## src/rtl/qpu_ift2itcm_pkg.sv

```systemverilog
// qpu_ift2itcm_pkg: shared defaults and helpers for the IFU-to-ITCM fetch bridge
package qpu_ift2itcm_pkg;
  localparam int          ITCM_AW_DEF   = 12;
  localparam logic [31:0] ITCM_BASE_DEF = 32'h0000_0000;
  localparam int          RD_LAT_DEF    = 1;
  localparam int          PERF_W        = 16;
  function automatic logic [PERF_W-1:0] sat_inc(input logic [PERF_W-1:0] v);
    return &v ? v : v + 1'b1;
  endfunction
endpackage

```

## src/rtl/qpu_ift2itcm_rspbuf.sv

```systemverilog
// qpu_ift2itcm_rspbuf: 2-entry {err, instr} response FIFO with occupancy count
module qpu_ift2itcm_rspbuf #(
  parameter int W = 32
) (
  input  logic         clk,
  input  logic         rst_n,
  input  logic         push,
  input  logic         push_err,
  input  logic [W-1:0] push_instr,
  input  logic         pop,
  output logic         head_err,
  output logic [W-1:0] head_instr,
  output logic [1:0]   cnt
);
  logic [W:0] mem [2];
  logic       wptr, rptr;
  always_ff @(posedge clk or negedge rst_n)
    if (!rst_n) begin
      mem[0] <= '0;
      mem[1] <= '0;
      wptr   <= 1'b0;
      rptr   <= 1'b0;
      cnt    <= 2'd0;
    end else begin
      if (push) mem[wptr] <= {push_err, push_instr};
      wptr <= wptr ^ push;
      rptr <= rptr ^ pop;
      cnt  <= cnt + {1'b0, push} - {1'b0, pop};
    end
  assign {head_err, head_instr} = mem[rptr];
endmodule

```

## src/rtl/qpu_ift2itcm.sv

```systemverilog
// qpu_ift2itcm: IFU fetch bridge to single-port ITCM with fault check,
// credit-based flow control and an in-order 2-entry response buffer.
module qpu_ift2itcm
  import qpu_ift2itcm_pkg::*;
#(
  parameter int              PC_W      = 32,
  parameter int              INSTR_W   = 32,
  parameter int              ITCM_AW   = ITCM_AW_DEF,
  parameter logic [PC_W-1:0] ITCM_BASE = ITCM_BASE_DEF,
  parameter int              RD_LAT    = RD_LAT_DEF
) (
  input  logic               clk,
  input  logic               rst_n,
  input  logic               ifu_req_valid,
  output logic               ifu_req_ready,
  input  logic [PC_W-1:0]    ifu_req_pc,
  input  logic               ifu_req_seq,
  output logic               ifu_rsp_valid,
  input  logic               ifu_rsp_ready,
  output logic [INSTR_W-1:0] ifu_rsp_instr,
  output logic               ifu_rsp_err,
  input  logic               itcm_hold,
  output logic               itcm_cs,
  output logic [ITCM_AW-1:0] itcm_addr,
  input  logic [INSTR_W-1:0] itcm_rdata,
  output logic [PERF_W-1:0]  perf_seq_cnt,
  output logic [PERF_W-1:0]  perf_redir_cnt
);
  localparam int OFF_HI = ITCM_AW + 2;
  logic [PC_W-1:0]    off;
  logic               fault, req_hs, bypass, buf_push, buf_pop;
  logic [RD_LAT-1:0]  vld_q, err_q;
  logic [1:0]         inflight, buf_cnt;
  logic               ret_vld, ret_err, buf_err;
  logic [INSTR_W-1:0] ret_data, buf_instr;
  logic               unused_ok;
  assign off       = ifu_req_pc - ITCM_BASE;
  assign fault     = (|off[PC_W-1:OFF_HI]) | ifu_req_pc[1];
  assign unused_ok = ^{off[1:0], ifu_req_pc[0]};
  // Credits come from registered state only, so no path from ifu_rsp_ready.
  assign ifu_req_ready = ~itcm_hold & (({1'b0, inflight} + {1'b0, buf_cnt}) < 3'd2);
  assign req_hs        = ifu_req_valid & ifu_req_ready;
  assign itcm_cs       = req_hs & ~fault;
  assign itcm_addr     = off[OFF_HI-1:2];
  always_comb begin
    inflight = 2'd0;
    for (int i = 0; i < RD_LAT; i++) inflight = inflight + {1'b0, vld_q[i]};
  end
  always_ff @(posedge clk or negedge rst_n)
    if (!rst_n) begin
      vld_q <= '0;
      err_q <= '0;
    end else begin
      vld_q <= RD_LAT'({vld_q, req_hs});
      err_q <= RD_LAT'({err_q, fault});
    end
  assign ret_vld  = vld_q[RD_LAT-1];
  assign ret_err  = err_q[RD_LAT-1];
  assign ret_data = ret_err ? '0 : itcm_rdata;
  // Returning entry skips the buffer when it is empty; parked only if not taken.
  assign bypass        = ret_vld & (buf_cnt == 2'd0);
  assign buf_push      = ret_vld & ~(bypass & ifu_rsp_ready);
  assign buf_pop       = (buf_cnt != 2'd0) & ifu_rsp_ready;
  assign ifu_rsp_valid = (buf_cnt != 2'd0) | bypass;
  assign ifu_rsp_instr = bypass ? ret_data : buf_instr;
  assign ifu_rsp_err   = bypass ? ret_err : buf_err;
  qpu_ift2itcm_rspbuf #(.W(INSTR_W)) u_rspbuf (
    .clk        (clk),
    .rst_n      (rst_n),
    .push       (buf_push),
    .push_err   (ret_err),
    .push_instr (ret_data),
    .pop        (buf_pop),
    .head_err   (buf_err),
    .head_instr (buf_instr),
    .cnt        (buf_cnt)
  );
  always_ff @(posedge clk or negedge rst_n)
    if (!rst_n) begin
      perf_seq_cnt   <= '0;
      perf_redir_cnt <= '0;
    end else if (req_hs) begin
      if (ifu_req_seq) perf_seq_cnt <= sat_inc(perf_seq_cnt);
      else perf_redir_cnt <= sat_inc(perf_redir_cnt);
    end
endmodule

```

## config.mk

```make
export PLATFORM = sky130hd
export DESIGN_NAME = qpu_ift2itcm
export DESIGN_NICKNAME = d
export VERILOG_FILES = /design/src/rtl/qpu_ift2itcm_pkg.sv /design/src/rtl/qpu_ift2itcm_rspbuf.sv /design/src/rtl/qpu_ift2itcm.sv
export SDC_FILE = /design/constraint.sdc
export NUM_CORES = 1
export LEC_CHECK = 0
export BUFFER_PORTS_ARGS = -buffer_cell sky130_fd_sc_hd__buf_4
export CAP_MARGIN = 20
export CELL_PAD_IN_SITES_DETAIL_PLACEMENT = 2
export CELL_PAD_IN_SITES_GLOBAL_PLACEMENT = 2
export CORE_ASPECT_RATIO = 0.5
export CORE_MARGIN = 8
export CORE_UTILIZATION = 36
export CTS_CLUSTER_DIAMETER = 60
export CTS_CLUSTER_SIZE = 8
export DETAILED_ROUTE_END_ITERATION = 8
export PLACE_DENSITY = 0.95
export REMOVE_ABC_BUFFERS = 1
export SETUP_SLACK_MARGIN = 0.2
export SYNTH_ARGS = -nofsm -noshare
export SYNTH_HDL_FRONTEND = slang
export SYNTH_SLANG_ARGS = --single-unit
```

## constraint.sdc

```tcl
create_clock -name clk -period 4.7 [get_ports clk]
set_input_delay 0.47 -clock clk [delete_from_list [all_inputs] [get_ports clk]]
set_output_delay 0.47 -clock clk [all_outputs]
set_load 0.03 [all_outputs]
```

==> impl_metrics.ini, run 1 <==
[outcome]
outcome = complete, no violations

[min_path]
hold_path_class = input pin to async pin

[sta]
worst_slew_pin_slew_ns = 1.09
period_share_pct = 56.4
max_freq_mhz = 377
final_max_slew_viol_count = 0
whs_ns = 0.239
tns_ns = 0
slew_headroom_pct = 27.2
hold_viol_final = 0
rsz0062_at_grt = no
final.setup_skew_ns = 0.00955
finalCriticalPeriod_ns = 2.65
setup_violations = 0

[grt]
antenna_found_initial = 0
first_global_vias = 4574
grt_pass1_wl_um = 24900
grt_usage_pct = 16.3
grt_max_degree = 68
overflow = 0

[floorplanning]
die_x_um = 187
core_um2 = 14400
start_util_pct = 36.6
die_area_um2 = 19000
die_h_um = 102
io_pins = 150
rows = 31

[power_and_ir_drop]
cellLeakagePower_nw = 3.22
ir_drop_uv = 247
p_per_area_nw_per_um2 = 357

[setup_path]
slowest_delay_ns = 0.52
cp-start-kind = register
critPathCaptureType = primary output
crit_chain = nor2_1 -> and2_2 -> buf_12 -> nand2_1 -> o21ai_0 -> buf_4
crit_type = register to primary output
path_max_fanout = 38
crit_family = simple AND/OR/NAND/NOR gates
crit_buf_inv = 2
crit_slowest_cell = and2_2
critPathArrivalTime_ns = 2.18
cp_data_required_time_ns = 4.23

[yosys]
yosysWarningCount = 0
yosys.cell_types.count = 38
netlist_area_um2 = 5260
synth_edf_count = 0
ys_seq_area_share_pct = 49.4
synth_cells = 461
synth_flop_cell = dfrtp_1
ys_seq_elements = 104
async_reset_ff_share_pct = 100
avgSynthCellArea_um2 = 11.4

[layout]
diodes = 0
nets = 641
synthToLayoutAreaGrowth_pct = 25.3
final_layout_size_suffix_gt1_share_pct = 39.5

[clock_tree]
post_cts_buffers = 0
cts_tree = built
cts.sinks = 104
h-tree-depth = 3
cts_root_buf = clkbuf_16
cts_resized = 0
cts_made_buffers = 9
clockBufferDepth = 2
clkTransAtPathRegs_ns = 0.07
cts_hold_buf = 0
clk_latency_ns = 0.34

[route]
vias = 3847
totalWireLength_um = 15400
drt-initial-drc-count = 109
ant_nets = 0
avgViaCountPerCell = 5.01
drc_errors = 0
dr.pass1.iters = 4
wl_per_cell_um = 20.1

[place]
portBuffers = 124
gp_congestion = 0.745
dp_hpwl_um = 10900

[run]
max-cap-violations = 0
==> Yosys cell counts, drive strengths merged (2+ instances only) <==
cell type,n,area (um^2)
xor2,14,123
mux2i,33,330
nand3,7,35.0
nor2b,34,213
dfrtp,104,2600
xnor2,18,158
o21ai,33,165
buf,15,105
or4,2,18.8
inv,9,33.8
and3,8,50.1
and2,2,13.8
nor2,5,18.8
nand2,46,175
ha,6,75.1
nor3,5,36.3
nand4,11,68.8
clkbuf,19,71.3
nor4,7,58.8
and4,4,36.3
mux2,69,777
==> area by class of cell <==
type	count	area [um^2]
repair buffers	127	966
clock inverters	2	12.5
clock buffers	14	274
well taps	198	248
multi-input cells	314	2460
fillers	1511	7800
inverters	9	33.8
flip-flops and latches	104	2600
==> metal layers <==
| metal | GRT usage, % | vias to the layer above | part of all wire (%) |
|---|---|---|---|
| met5 | 0 | - | 0 |
| met4 | 3.76 | 0 | 0.77 |
| met3 | 3.99 | 6 | 3.3 |
| met2 | 31.4 | 66 | 55 |
| met1 | 18.2 | 1980 | 41 |
| li1 | - | 1795 | - |
==> sequential cells by signal, summed over array words and instances (netlist names) <==
name	count
u_rspbuf.mem	66
perf_redir_cnt	16
perf_seq_cnt	16
u_rspbuf.cnt	2
err_q	1
ret_vld	1
u_rspbuf.rptr	1
u_rspbuf.wptr	1
==> cell families after synthesis <==
group	share of synthesized area, %
muxes	21.0
buffers and inverters	3.99
xor gates and xnor gates	5.32
AOI/OAI and AO/OA	3.99
DFF	49.4
and+or+nand+nor	14.8
adders and majority gates	1.43
==> path summary, 6_finish.rpt <==
kind / from / slack (ns) / end / cells past startpoint
setup / recovery: u_rspbuf.cnt[1] / 2.05 / ifu_rsp_err / 6
hold / removal: rst_n / 0.24 / perf_redir_cnt[12] / 1
setup reg to reg: u_rspbuf.cnt[1] / 2.33 / u_rspbuf.mem[58] / 4
hold reg to reg: perf_redir_cnt[15] / 0.49 / perf_redir_cnt[15] / 1
max in group asynchronous: rst_n / 3.40 / u_rspbuf.rptr / 2
min in group clk: ifu_req_pc[28] / 0.39 / err_q / 2
==> through the flow <==
stage / std cells / instance area, um^2 / worst slack (ns) / utilization [%] / power, mW
5_1_grt: 768 / 6590 / 1.89 / 45.8 / 2.47
3_3_place_gp: 751 / 6290 / 2.19 / 43.7 / 1.62
4_1_cts: 767 / 6570 / 1.68 / 45.7 / 2.39
3_5_place_dp: 751 / 6290 / 2.12 / 43.7 / 1.65
6_report: 768 / 6590 / 2.05 / 45.8 / 2.35
2_1_floorplan: 427 / 5090 / 2.07 / - / 1.41
==> report_power, final <==
group / total [mW] / switching [mW] / internal, mW
Clock: 0.731 / 0.328 / 0.403
Combinational: 0.516 / 0.264 / 0.251
Sequential: 1.11 / 0.152 / 0.954
Total: 2.35 / 0.744 / 1.61
==> cell usage in the layout (no fill, tap or decap), types with 2 or more instances in the layout <==
| cell type | n |
|---|---|
| o21ai_0 | 33 |
| inv_1 | 9 |
| ha_1 | 4 |
| nand2_1 | 45 |
| dfrtp_1 | 103 |
| nor4_1 | 6 |
| clkbuf_1 | 2 |
| nor3_1 | 4 |
| nand4_1 | 11 |
| nor2b_1 | 34 |
| clkbuf_16 | 9 |
| clkbuf_8 | 3 |
| and3_1 | 8 |
| nand3_1 | 7 |
| xor2_1 | 14 |
| mux2i_1 | 33 |
| and4_1 | 3 |
| ha_2 | 2 |
| nor2_1 | 5 |
| xnor2_1 | 18 |
| mux2_2 | 69 |
| buf_4 | 126 |
==> worst reg2reg max path, cell delays in order (launching register included) <==
cell and delay, ns:
dfrtp_1 0.41, nor2_1 0.10, a21boi_0 0.43, ha_2 0.89, mux2_2 0.44
(Power assumes the default switching activity.)
==> run 2: changes to the inputs <==
CORE_UTILIZATION = 30   (was 36)
PLACE_DENSITY = 0.86   (was 0.95)
clock period = 2.35 ns   (was 4.7 ns; I/O delays follow)
==> impl_metrics.ini, run 2 (synthesized netlist as in run 1, its figures left out) <==
[outcome]
outcome = complete, no violations

[layout]
largest_reg_flops = 66
largest_register = u_rspbuf.mem
final_layout_size_suffix_gt1_share_pct = 40.7
final_common_cell = buf_4
synthToLayoutAreaGrowth_pct = 29.4
design_area_um2 = 6810
top_regs = u_rspbuf.mem (66), perf_redir_cnt (16), perf_seq_cnt (16)
diodes = 0
final_cell_mix = buf_4 (129), dfrtp_1 (103), mux2_2 (69)
nets = 651
final_core_util_pct = 39.4

[grt]
grt_max_degree = 67
antenna_found_initial = 0
grt_pass1_wl_um = 24000
first_global_vias = 4579
overflow = 0
grt_usage_pct = 13.4

[clock_tree]
clkTransAtPathRegs_ns = 0.07
post_cts_buffers = 0
h-tree-depth = 3
cts_root_buf = clkbuf_16
cts.sinks = 104
cts_made_buffers = 9
cts_tree = built
clk_latency_ns = 0.34
clockBufferDepth = 2

[sta]
final.setup_skew_ns = 0.0107
period_share_pct = 86.1
hold_viol_final = 0
whs_ns = 0.168
worst_slew_pin_slew_ns = 0.470
finalCriticalPeriod_ns = 2.02
slew_headroom_pct = 68.4
rsz0062_at_grt = no
tns_ns = 0
max_freq_mhz = 494
setup_violations = 0
final_max_slew_viol_count = 0

[route]
wl_per_cell_um = 18.7
totalWireLength_um = 15200
vias = 3901
drt-initial-drc-count = 77
avgViaCountPerCell = 4.79
dr.pass1.iters = 3
ant_nets = 0
drc_errors = 0

[setup_path]
path_max_fanout = 4
r2r_slack_ns = 0.33
critPathArrivalTime_ns = 2.25
critPathCaptureType = register
cp_data_required_time_ns = 2.58
crit_slowest_cell = dfrtp_1
crit_chain = a211o_1 -> nor4b_2 -> nand4_1 -> nor3_1 -> mux2_2
endpoint = perf_seq_cnt[15]
r2r_start = ret_vld
crit_type = register to register
cp-start-kind = register
critical_path.reg2reg.endpoint = perf_seq_cnt[15]
reg2regPathDepth = 5
cp-startpoint = ret_vld
slowest_delay_ns = 0.40

[floorplanning]
io_pins = 150
rows = 34
start_util_pct = 30.5
die_area_um2 = 22300
die_x_um = 203
die_h_um = 110
core_um2 = 17300

[place]
dp_hpwl_um = 10700
place_area_um2 = 6450
portBuffers = 124
gp_congestion = 0.702

[run]
max-cap-violations = 0

[power_and_ir_drop]
ir_drop_uv = 483
cellLeakagePower_nw = 3.31
p_per_area_nw_per_um2 = 709
fin_total_pwr_mw = 4.83

[min_path]
hold_path_class = input pin to register
[run 2: cell types whose count changed in the layout (fill, tap and decap cells not counted), sizes merged]
| cell | change |
|---|---|
| buf | +7 |
| bufinv | +1 |
| clkinv | +2 |
| clkinvlp | -1 |
| dlygate4sd3 | +1 |
[run 2: worst min path at each step]
stage / from / endpoint / slack, ns / cells past startpoint
2_1_floorplan: rst_n / err_q / -0.06 / 0
5_1_grt: ifu_req_pc[30] / err_q / 0.17 / 2
3_3_place_gp: rst_n / perf_redir_cnt[6] / 0.12 / 1
3_5_place_dp: rst_n / perf_redir_cnt[10] / 0.12 / 1
6_report: ifu_req_pc[30] / err_q / 0.17 / 2
4_1_cts: ifu_req_pc[30] / err_q / 0.14 / 2
[run 2: layer usage]
layer / vias up / wire length, um / global-route usage (%)
met4: 0 / 117 / 2.57
met1: 2016 / 6350 / 14.8
met3: 11 / 645 / 4.26
li1: 1809 / - / -
met2: 65 / 8110 / 25.4
met5: - / 0 / 0
[run 2: worst max-delay path, delay by kind of cell, from the launching register on]
family	cells	cell delay [ns]
DFF	1	0.40
and+or+nand+nor	3	0.78
AOI/OAI and AO/OA	1	0.37
muxes	1	0.36
[run 2: power breakdown]
| group | leakage (nW) | switching, mW | internal [mW] |
|---|---|---|---|
| combinational | 1.75 | 0.662 | 0.561 |
| clock | 0.146 | 0.644 | 0.852 |
| sequential | 1.41 | 0.201 | 1.91 |
[run 2: repair_timing]
item | in CTS | in global routing
hold buffers | 1 | 0
hold endpoints to repair | 13 | 0
endpoints found under the setup margin | 1 | 34
resized for setup | 0 | 3
cloned | 0 | 2
[run 2: layout make-up]
class / instances / area (um^2)
multi-input combinational: 314 / 2460
clock buffer: 12 / 246
clock inverter: 4 / 45.0
fill: 1833 / 10500
sequential: 104 / 2600
timing repair buffer: 137 / 1130
inverter: 9 / 33.8
tap: 234 / 293
[run 2: through the flow]
stage | cells | setup slack, ns
after floorplan | 427 | -0.0461
after global placement | 795 | 0.351
after detailed placement | 795 | 0.312
after CTS | 812 | 0.195
after global routing | 814 | 0.210
final | 814 | 0.327
